File: config.mk
export PLATFORM = sky130hd
export DESIGN_NAME = hazard_sequencer
export DESIGN_NICKNAME = d
export VERILOG_FILES = /design/src/rtl/hazard_sequencer_pkg.sv /design/src/rtl/hazard_sequencer_sat_counter.sv /design/src/rtl/hazard_sequencer.sv
export SDC_FILE = /design/constraint.sdc
export NUM_CORES = 1
export LEC_CHECK = 0
export ABC_AREA = 1
export CORE_UTILIZATION = 39
export CTS_BUF_LIST = sky130_fd_sc_hd__clkbuf_2
export DETAILED_ROUTE_END_ITERATION = 8
export DONT_BUFFER_PORTS = 1
export SLEW_MARGIN = 20
export SYNTH_ARGS = -nofsm -noshare
export SYNTH_HDL_FRONTEND = slang
export SYNTH_SLANG_ARGS = --single-unit
File: constraint.sdc
create_clock -name clk_i -period 3.4 [get_ports clk_i]
set_input_delay 0.17 -clock clk_i [delete_from_list [all_inputs] [get_ports clk_i]]
set_output_delay 0.17 -clock clk_i [all_outputs]
set_load 0.02 [all_outputs]
File: src/rtl/hazard_sequencer_pkg.sv
// Shared pipeline-control definitions for the RV32 hazard sequencer:
// register-zero constant, mul/div FSM states and the stage enable/NOP encodings.
package hazard_sequencer_pkg;

   localparam logic [4:0] REG_ZERO = 5'd0;

   typedef enum logic {
      RUN     = 1'b0,
      MD_BUSY = 1'b1
   } md_state_e;

   typedef struct packed {
      logic pc_we;
      logic ifid_we;
      logic ifid_flush;
      logic idex_we;
      logic idex_bubble;
      logic exmem_we;
      logic exmem_bubble;
      logic memwb_bubble;
   } ctrl_t;

   // Bit order: pc_we ifid_we ifid_flush idex_we idex_bubble exmem_we exmem_bubble memwb_bubble
   localparam ctrl_t CTRL_FLOW     = ctrl_t'(8'b1101_0100);
   localparam ctrl_t CTRL_RESET    = ctrl_t'(8'b0010_1011);
   localparam ctrl_t CTRL_MEM_WAIT = ctrl_t'(8'b0000_0001);
   localparam ctrl_t CTRL_MD_WAIT  = ctrl_t'(8'b0000_0110);
   localparam ctrl_t CTRL_LU_WAIT  = ctrl_t'(8'b0001_1100);
   localparam ctrl_t CTRL_FLUSH    = ctrl_t'(8'b1111_0100);

   function automatic logic lu_hazard(input logic       mem_read,
                                      input logic [4:0] rd,
                                      input logic [4:0] rs1,
                                      input logic [4:0] rs2,
                                      input logic       uses_rs2);
      return mem_read && (rd != REG_ZERO) && ((rd == rs1) || (uses_rs2 && (rd == rs2)));
   endfunction

endpackage

File: src/rtl/hazard_sequencer_sat_counter.sv
// Saturating up-counter: increments on i_inc, sticks at all-ones.
// Zero latency to the output register; no backpressure.
module sat_counter #(
   parameter int W = 32
) (
   input  logic         i_clk,
   input  logic         i_rst_n,
   input  logic         i_inc,
   output logic [W-1:0] o_q
);

   logic [W-1:0] r_q;

   always_ff @(posedge i_clk or negedge i_rst_n) begin
      if (!i_rst_n) begin
         r_q <= '0;
      end else if (i_inc && (r_q != '1)) begin
         r_q <= r_q + W'(1);
      end
   end

   assign o_q = r_q;

endmodule

File: src/rtl/hazard_sequencer.sv
// Stall/flush sequencer for the 5-stage RV32 pipeline; controls are combinational
// from the mul/div FSM and current hazards, with memory wait taking top priority.
module hazard_sequencer
   import hazard_sequencer_pkg::*;
#(
   parameter int MULDIV_LAT = 4,
   parameter int CNT_W      = 32
) (
   input  logic             clk_i,
   input  logic             rst_i,
   input  logic             MemRead_IDEX,
   input  logic [4:0]       rd_IDEX,
   input  logic [4:0]       rs1_IFID,
   input  logic [4:0]       rs2_IFID,
   input  logic             uses_rs2_IFID,
   input  logic             branch_taken_ID,
   input  logic             muldiv_IDEX,
   input  logic             mem_req_EXMEM,
   input  logic             mem_ack_i,
   output logic             PCWrite_o,
   output logic             IFIDWrite_o,
   output logic             IFIDFlush_o,
   output logic             IDEXWrite_o,
   output logic             IDEXBubble_o,
   output logic             EXMEMWrite_o,
   output logic             EXMEMBubble_o,
   output logic             MEMWBBubble_o,
   output logic [CNT_W-1:0] stall_cnt_o,
   output logic [CNT_W-1:0] flush_cnt_o
);

   localparam int              MD_W     = $clog2(MULDIV_LAT) + 1;
   localparam bit              MD_MULTI = (MULDIV_LAT > 1);
   localparam logic [MD_W-1:0] MD_LOAD  = MD_MULTI ? MD_W'(MULDIV_LAT - 2) : '0;

   md_state_e       r_state, w_state_nxt;
   logic [MD_W-1:0] r_md_cnt, w_md_cnt_nxt;
   logic            w_mem_stall, w_md_stall, w_lu_stall, w_flush;
   ctrl_t           w_ctrl;

   assign w_mem_stall = mem_req_EXMEM && !mem_ack_i;
   assign w_md_stall  = ((r_state == RUN) && muldiv_IDEX && MD_MULTI) ||
                        ((r_state == MD_BUSY) && (r_md_cnt != '0));
   assign w_lu_stall  = lu_hazard(MemRead_IDEX, rd_IDEX, rs1_IFID, rs2_IFID, uses_rs2_IFID);
   assign w_flush     = rst_i && branch_taken_ID && !w_mem_stall && !w_md_stall && !w_lu_stall;

   always_ff @(posedge clk_i or negedge rst_i) begin
      if (!rst_i) begin
         r_state  <= RUN;
         r_md_cnt <= '0;
      end else begin
         r_state  <= w_state_nxt;
         r_md_cnt <= w_md_cnt_nxt;
      end
   end

   // The mul/div unit keeps computing under a memory wait, so the count runs regardless.
   always_comb begin
      w_state_nxt  = r_state;
      w_md_cnt_nxt = r_md_cnt;
      case (r_state)
         RUN: begin
            if (muldiv_IDEX && MD_MULTI) begin
               w_state_nxt  = MD_BUSY;
               w_md_cnt_nxt = MD_LOAD;
            end
         end
         MD_BUSY: begin
            if (r_md_cnt != '0) begin
               w_md_cnt_nxt = r_md_cnt - MD_W'(1);
            end else if (!w_mem_stall) begin
               w_state_nxt = RUN;
            end
         end
      endcase
   end

   always_comb begin
      w_ctrl = CTRL_FLOW;
      if (!rst_i) begin
         w_ctrl = CTRL_RESET;
      end else if (w_mem_stall) begin
         w_ctrl = CTRL_MEM_WAIT;
      end else if (w_md_stall) begin
         w_ctrl = CTRL_MD_WAIT;
      end else if (w_lu_stall) begin
         w_ctrl = CTRL_LU_WAIT;
      end else if (branch_taken_ID) begin
         w_ctrl = CTRL_FLUSH;
      end
   end

   assign PCWrite_o     = w_ctrl.pc_we;
   assign IFIDWrite_o   = w_ctrl.ifid_we;
   assign IFIDFlush_o   = w_ctrl.ifid_flush;
   assign IDEXWrite_o   = w_ctrl.idex_we;
   assign IDEXBubble_o  = w_ctrl.idex_bubble;
   assign EXMEMWrite_o  = w_ctrl.exmem_we;
   assign EXMEMBubble_o = w_ctrl.exmem_bubble;
   assign MEMWBBubble_o = w_ctrl.memwb_bubble;

   sat_counter #(.W(CNT_W)) u_stall_cnt (
      .i_clk   (clk_i),
      .i_rst_n (rst_i),
      .i_inc   (!w_ctrl.pc_we),
      .o_q     (stall_cnt_o)
   );

   sat_counter #(.W(CNT_W)) u_flush_cnt (
      .i_clk   (clk_i),
      .i_rst_n (rst_i),
      .i_inc   (w_flush),
      .o_q     (flush_cnt_o)
   );

endmodule

==> reports/metrics.csv, run 1 <==
stage,metric,value,unit
cells_and_area,share of cells above drive strength 1,4.13,%
critical_path,"Largest stage delay, worst path",0.44,ns
global_route,vias in the first global route,4572,
yosys,yosys warns,0,
die,Ports,95,
cts,CTS tree,yes,
routing,drt drc,0,
cells_and_area,Sequential cell area,1700,um^2
die,area of the core,12200,um^2
cts,clock net sink count,68,
critical_path,worst-path cell chain,inv_1 > ha_1 > ha_1 > inv_1 > nand2_1 > nand2_1 > inv_1 > nand2_1 > nor2_1 > buf_4 > nand2_2 > inv_1,
routing,Routed Antenna Nets,0,
timing,Max Clock Freq,0.357,GHz
timing,Hold Slack,0.119,ns
cts,hold_buf cts,5,
cells_and_area,area used by multi-input combinational logic,2910,um^2
timing,setup TNS,0,ns
global_route,global-route wire length before repair,23100,um
critical_path,worst path required time,3.23,ns
die,Die Span X,114,um
yosys,"Cell Area, Synth",4920,um^2
cells_and_area,Layout area overhead,6.28,%
timing,Worst slew margin,51.5,%
placed_design,GP Congestion,0.899,
critical_path,Top delay family on crit path,buffers and inverters,
critical_path,CP Capture Type,output pin,
cts,clock slew at reported path FFs,0.21,ns
yosys,sequential share of the synthesized area,34.6,%
yosys,post-synth net total,798,
timing,Final Max Tran Viols,0,
pwr,Lkg Pwr,2.57,nW
global_route,initial antenna violation count,0,
routing,vias per inst,5.10,
yosys,Synth cell types,25,
cts,Max Root-Sink Buffers,2,
timing,worst slew pin tran,0.720,ns
routing,Iter 0 DRT Violations,274,
cells_and_area,# fillers,1314,
timing,Final Setup Violations,0,
cells_and_area,number of antenna diodes,0,
critical_path,WP data arrival,2.63,ns
placed_design,number of I/O port buffers,0,
critical_path,worst-path maximum fanout,12,
timing,Tmin final,2.80,ns
global_route,largest net degree at the start of global routing,69,
cells_and_area,final-stage net count,797,
placed_design,post-DP HPWL,9880,um
timing,crit share post-route,82.3,%
critical_path,Worst path slowest cell,dfrtp_1,
global_route,gr ovfl total,0,
routing,wire per inst,14.4,um
cts,H-tree depth,3,
cts,clock insertion delay at the later pin of the skew report,0.56,ns
yosys,Avg Inst Size Synth,6.38,um^2
yosys,cells after synthesis,771,
yosys,Synth Register Bits,68,
die,die area,13100,um^2
job,Max Cap Viol,0,
die,num rows,40,
cts,CTS Buf Count,9,
cells_and_area,Post-Route Utilization,43.0,%
timing,Final Hold Viols,0,
cts,setup bufs post-CTS,0,
timing,Clock Skew,0.0257,ns
critical_path,Crit Path Category,reg2out,
pwr,Max VDD drop,0.000281,V
routing,via count,4813,
routing,final WL,13600,um
critical_path,WP buf/inv,5,
critical_path,crit path launch type,flop,
critical_path,cell repeated most along the worst path,inv_1,
min_path,Hold Path Class,in2async,
run_status,run status,completed,
die,Die Ht,114,um
routing,Pre-Repair DR Iteration Count,5,
cts,post-CTS sizing,0,
cts,clock root cell,clkbuf_2,
die,Initial Util,40.5,%
pwr,PwrDens,405,nW/um^2
timing,RSZ-0062 raised after global routing,no,
global_route,gr usage total,22.4,%
==> cell type report <==
type / count / share of cell area, %
multi-input cells: 634 / 55.6
well taps: 168 / 4.02
clock inverters: 7 / 1.56
clock buffers: 9 / 0.861
flip-flops and latches: 68 / 32.5
repair buffers: 10 / 2.01
inverters: 47 / 3.37
==> worst reg2reg max path: stages (launching register included) <==
cell	delay [ns]
dfrtp_1	0.60
ha_1	0.34
nand3_2	0.17
nor2_4	0.19
nand3b_1	0.12
nor2_2	0.14
nand4_4	0.29
nand2_4	0.41
nand2_1	0.11
nand2_1	0.07
==> per-layer routing <==
metal	wire length, um	GRT usage (%)	part of all wire [%]	vias to the layer above
met5	0	0	0	-
met3	1130	6.14	8.3	17
met4	208	7.71	1.5	0
met1	6280	30.0	46	2205
met2	5950	34.7	44	144
li1	-	-	-	2447
==> cells in the mapped netlist <==
library cell,count,share of area [%]
buf_2,10,1.0
buf_4,4,0.61
buf_6,3,0.69
clkbuf_1,5,0.38
dfrtp_1,68,35
ha_1,4,1.0
inv_1,47,3.6
nand2_1,365,28
nand2_2,2,0.25
nand2_4,1,0.23
nand3_1,38,3.9
nand3_2,2,0.41
nand3b_1,28,4.3
nand4_1,36,4.6
nand4_4,2,0.86
nor2_1,110,8.4
nor2_2,3,0.38
nor2_4,2,0.46
nor3_1,2,0.20
o211ai_1,1,0.15
o21ai_0,6,0.61
o22ai_1,1,0.13
or2_2,1,0.13
xnor2_1,9,1.6
xor2_1,21,3.7
==> metrics by stage <==
step / std cells / worst slack, ns / instance area [um^2] / power, mW
3_3_place_gp: 922 / 1.05 / 5030 / 1.54
6_report: 943 / 0.602 / 5230 / 2.12
3_5_place_dp: 922 / 0.952 / 5030 / 1.57
4_1_cts: 943 / 0.515 / 5230 / 2.15
2_1_floorplan: 771 / 1.13 / 4920 / 1.46
5_1_grt: 943 / 0.315 / 5230 / 2.27
==> state kept, by name (all words and copies together) (netlist names) <==
| name | count |
|---|---|
| r_state | 1 |
| u_flush_cnt.o_q | 32 |
| r_md_cnt | 3 |
| u_stall_cnt.o_q | 32 |
==> cell usage in the layout, fill, tap and decap left out, types with 6 or more instances in the layout <==
master      n
nor2_1    110
dfrtp_1    68
nand2_1   365
inv_1      47
nand4_1    36
clkbuf_2    9
o21ai_0     6
xnor2_1     9
nand3b_1   28
nand3_1    38
xor2_1     21
==> cells by family (layout without fill, tap and decap cells) <==
group,after synthesis,in the layout,synth area share (%)
AO/OA/AOI/OAI,8,8,0.890
XOR/XNOR,30,30,5.34
adder cells (fa/ha/maj),4,4,1.02
buffers and inverters,69,73,6.28
flip-flops,68,68,34.6
AND/OR/NAND/NOR,592,592,51.9
==> final timing paths <==
check / startpoint / cells after the start / slack [ns] / to
max: r_md_cnt[0]$_DFFE_PN0P_ / 12 / 0.60 / PCWrite_o
min: rst_i / 2 / 0.12 / u_flush_cnt.o_q[21]$_DFFE_PN0P_
max reg2reg: u_stall_cnt.o_q[0]$_DFFE_PN0P_ / 9 / 0.90 / u_stall_cnt.o_q[28]$_DFFE_PN0P_
min reg2reg: r_md_cnt[1]$_DFFE_PN0P_ / 2 / 0.54 / r_md_cnt[1]$_DFFE_PN0P_
max in group asynchronous: rst_i / 2 / 2.98 / u_stall_cnt.o_q[3]$_DFFE_PN0P_
min in group clk_i: branch_taken_ID / 5 / 0.14 / u_flush_cnt.o_q[10]$_DFFE_PN0P_
==> report_power, final <==
part           total (mW)  switching, mW  internal (mW)
combinational       0.517          0.354          0.163
clock               0.546          0.312          0.234
sequential           1.06          0.172          0.885
total                2.12          0.838           1.28
Power figures use the tool's default switching activity.
==> run 2, diff against run 1 <==
==> constraint.sdc (replaced) <==
create_clock -name clk_i -period 2.25 [get_ports clk_i]
set_input_delay 0.1125 -clock clk_i [delete_from_list [all_inputs] [get_ports clk_i]]
set_output_delay 0.1125 -clock clk_i [all_outputs]
set_load 0.02 [all_outputs]
==> reports/metrics.csv, run 2 (synthesis gave the netlist of run 1 again) <==
stage,metric,value,unit,change
cts,CTS Buf Count,9,,unchanged
cells_and_area,Layout Cells excl Fill,1000,,+6.0%
critical_path,worst path required time,2.14,ns,-1.09 ns
routing,Iter 0 DRT Violations,317,,+16%
die,Die Span X,114,um,unchanged
global_route,gr usage total,24.3,%,+1.9 points
placed_design,DP Worst Slack,0.130,ns,-0.823 ns
placed_design,GP Congestion,0.982,,+9.2%
cts,CTS tree,yes,,
critical_path,Reg2Reg Setup Slack,0.15,ns,-0.75 ns
timing,Max Clock Freq,0.464,GHz,
timing,Tmin final,2.15,ns,
routing,met1 WL,6550,um,+4.4%
critical_path,Setup crit end,IFIDFlush_o,,
global_route,vias in the first global route,4995,,+9.3%
routing,top sig layer,met4,,
pwr,Comb power frac,38.2,%,+14 points
timing,RSZ-0062 raised after global routing,yes,,
min_path,Hold Path Class,in2async,,
cts,clock insertion delay at the later pin of the skew report,0.58,ns,+0.02 ns
cts,Max Root-Sink Buffers,2,,unchanged
cells_and_area,most frequent cells in the layout,"361 x nand2_1, 109 x nor2_1, 68 x dfrtp_1, 58 x buf_4, 41 x inv_1",,
die,area of the core,12200,um^2,unchanged
pwr,power share of the clock group,18.2,%,-7.6 points
critical_path,worst-path maximum fanout,3,,-9
timing,Clock Skew,0.0254,ns,-0.000242 ns
cells_and_area,Layout area overhead,15.7,%,
routing,via count,5098,,+5.9%
routing,Routed Antenna Nets,0,,unchanged
die,die area,13100,um^2,unchanged
critical_path,r2r startpoint,r_md_cnt[0]$_DFFE_PN0P_,,
cts,H-tree depth,3,,unchanged
pwr,Pint,2.02,mW,+58%
placed_design,number of I/O port buffers,0,,unchanged
cells_and_area,final-stage net count,854,,+7.2%
cts,clock root cell,clkbuf_2,,
routing,vias per inst,5.10,,-0.12%
critical_path,Worst Setup SP,r_md_cnt[0]$_DFFE_PN0P_,,
global_route,largest net degree at the start of global routing,69,,unchanged
routing,DR WL met3,1160,um,+2.1%
pwr,Max VDD drop,0.000495,V,+76%
global_route,global-route wire length before repair,24800,um,+7.2%
timing,Final Hold Viols,0,,unchanged
routing,Pre-Repair DR Iteration Count,5,,unchanged
routing,drt drc,0,,unchanged
cells_and_area,share of cells above drive strength 1,12.4,%,+8.3 points
pwr,Seq pwr share,43.6,%,-6.2 points
die,num rows,40,,unchanged
global_route,initial antenna violation count,0,,unchanged
pwr,sw power,1.41,mW,+68%
timing,Worst slew margin,69.0,%,+17 points
job,Max Cap Viol,0,,unchanged
cts,clock slew at reported path FFs,0.21,ns,about the same
cells_and_area,"most common cell after layout, fill and taps aside",nand2_1,,
die,Initial Util,40.5,%,unchanged
routing,metal2 WL,7020,um,+18%
critical_path,crit path launch type,flop,,
placed_design,placed cell area,5380,um^2,+6.9%
cts,clock net sink count,68,,unchanged
critical_path,CP Capture Type,output pin,,
run_status,run status,completed,,
timing,Final Setup Violations,0,,unchanged
placed_design,placed cell count,968,,+5.0%
critical_path,r2r worst-path depth,16,,+7
critical_path,reg2reg end,u_flush_cnt.o_q[5]$_DFFE_PN0P_,,
pwr,PwrDens,602,nW/um^2,+49%
critical_path,Crit Path Category,reg2out,,
timing,worst slew pin tran,0.463,ns,-0.256 ns
timing,Final Max Tran Viols,0,,unchanged
pwr,Sw Ratio,41.1,%,+1.5 points
placed_design,post-DP HPWL,10700,um,+8.6%
cells_and_area,number of antenna diodes,0,,unchanged
routing,final WL,14900,um,+10%
timing,post-route setup slack,0.0955,ns,-0.507 ns
timing,crit share post-route,95.8,%,
die,Ports,95,,unchanged
routing,wire per inst,14.9,um,+3.7%
critical_path,WP data arrival,2.04,ns,-0.59 ns
cells_and_area,post-route cell area,5690,um^2,+8.8%
pwr,Lkg Pwr,2.84,nW,+11%
die,Die Ht,114,um,unchanged
global_route,gr ovfl total,0,,unchanged
## run 2: cell count changes in the layout (fill, tap and decap cells not counted), sizes merged
| cell | change |
|---|---|
| clkbuf | +1 |
| clkinvlp | +1 |
| buf | +55 |
| bufinv | -2 |
| dlygate4sd3 | +2 |
## run 2: how the worst min path moves through the flow
| stage | to | start |
|---|---|---|
| 5_1_grt | u_flush_cnt.o_q[29]$_DFFE_PN0P_ | rst_i |
| 2_1_floorplan | r_md_cnt[0]$_DFFE_PN0P_ | rst_i |
| 3_3_place_gp | u_flush_cnt.o_q[20]$_DFFE_PN0P_ | rst_i |
| 6_report | u_flush_cnt.o_q[22]$_DFFE_PN0P_ | rst_i |
| 3_5_place_dp | u_flush_cnt.o_q[21]$_DFFE_PN0P_ | rst_i |
| 4_1_cts | u_flush_cnt.o_q[22]$_DFFE_PN0P_ | rst_i |
## run 2: area by class of cell
class | instances | area [um^2]
fill | 1288 | 6470
sequential | 68 | 1700
tap | 168 | 210
inverter | 47 | 176
multi-input combinational | 634 | 2980
clock buffer | 10 | 50.0
timing repair buffer | 67 | 546
clock inverter | 6 | 31.3
## run 2: routing by layer
layer / global-route usage (%) / vias to the layer above
li1: - / 2550
met1: 31.2 / 2381
met2: 38.3 / 152
met3: 7.99 / 15
met4: 8.31 / 0
met5: 0 / -
## run 2: worst max-delay path, stage by stage, from the launching register on
cell,delay (ns)
dfrtp_1,0.43
inv_2,0.08
ha_4,0.14
ha_4,0.12
inv_2,0.03
nand2_2,0.06
nand2_2,0.06
inv_2,0.08
nand2_4,0.06
buf_4,0.13
inv_2,0.05
nand3_2,0.10
nand2_4,0.14
## run 2: timing repair
| action | 4_1_cts | 5_1_grt |
|---|---|---|
| hold buffers | 7 | 0 |
| resized for setup | 17 | 9 |
| buffers inserted | 10 | 1 |
| hold endpoints to repair | 78 | 0 |
| endpoints found under the setup margin | 5 | 16 |
| pin swaps | 4 | 5 |
## run 2: stage by stage
stage / TNS [ns] / power (mW) / utilization, % / hold slack, ns
after global placement: 0 / 2.43 / 44.2 / -0.181
final: 0 / 3.43 / 46.8 / 0.0321
after detailed placement: 0 / 2.46 / 44.2 / -0.181
after CTS: -0.102 / 3.39 / 46.6 / 0.00915
after global routing: -0.197 / 3.66 / 46.8 / 0.0291
after floorplan: 0 / 2.21 / - / -0.183
## run 2: power by group through the flow
stage / sequential [mW] / clock [mW] / combinational (mW)
after floorplan: 1.57 / 0 / 0.639
after global placement: 1.51 / 0 / 0.920
after detailed placement: 1.51 / 0 / 0.951
after CTS: 1.49 / 0.643 / 1.26
after global routing: 1.51 / 0.709 / 1.44
final: 1.50 / 0.623 / 1.31
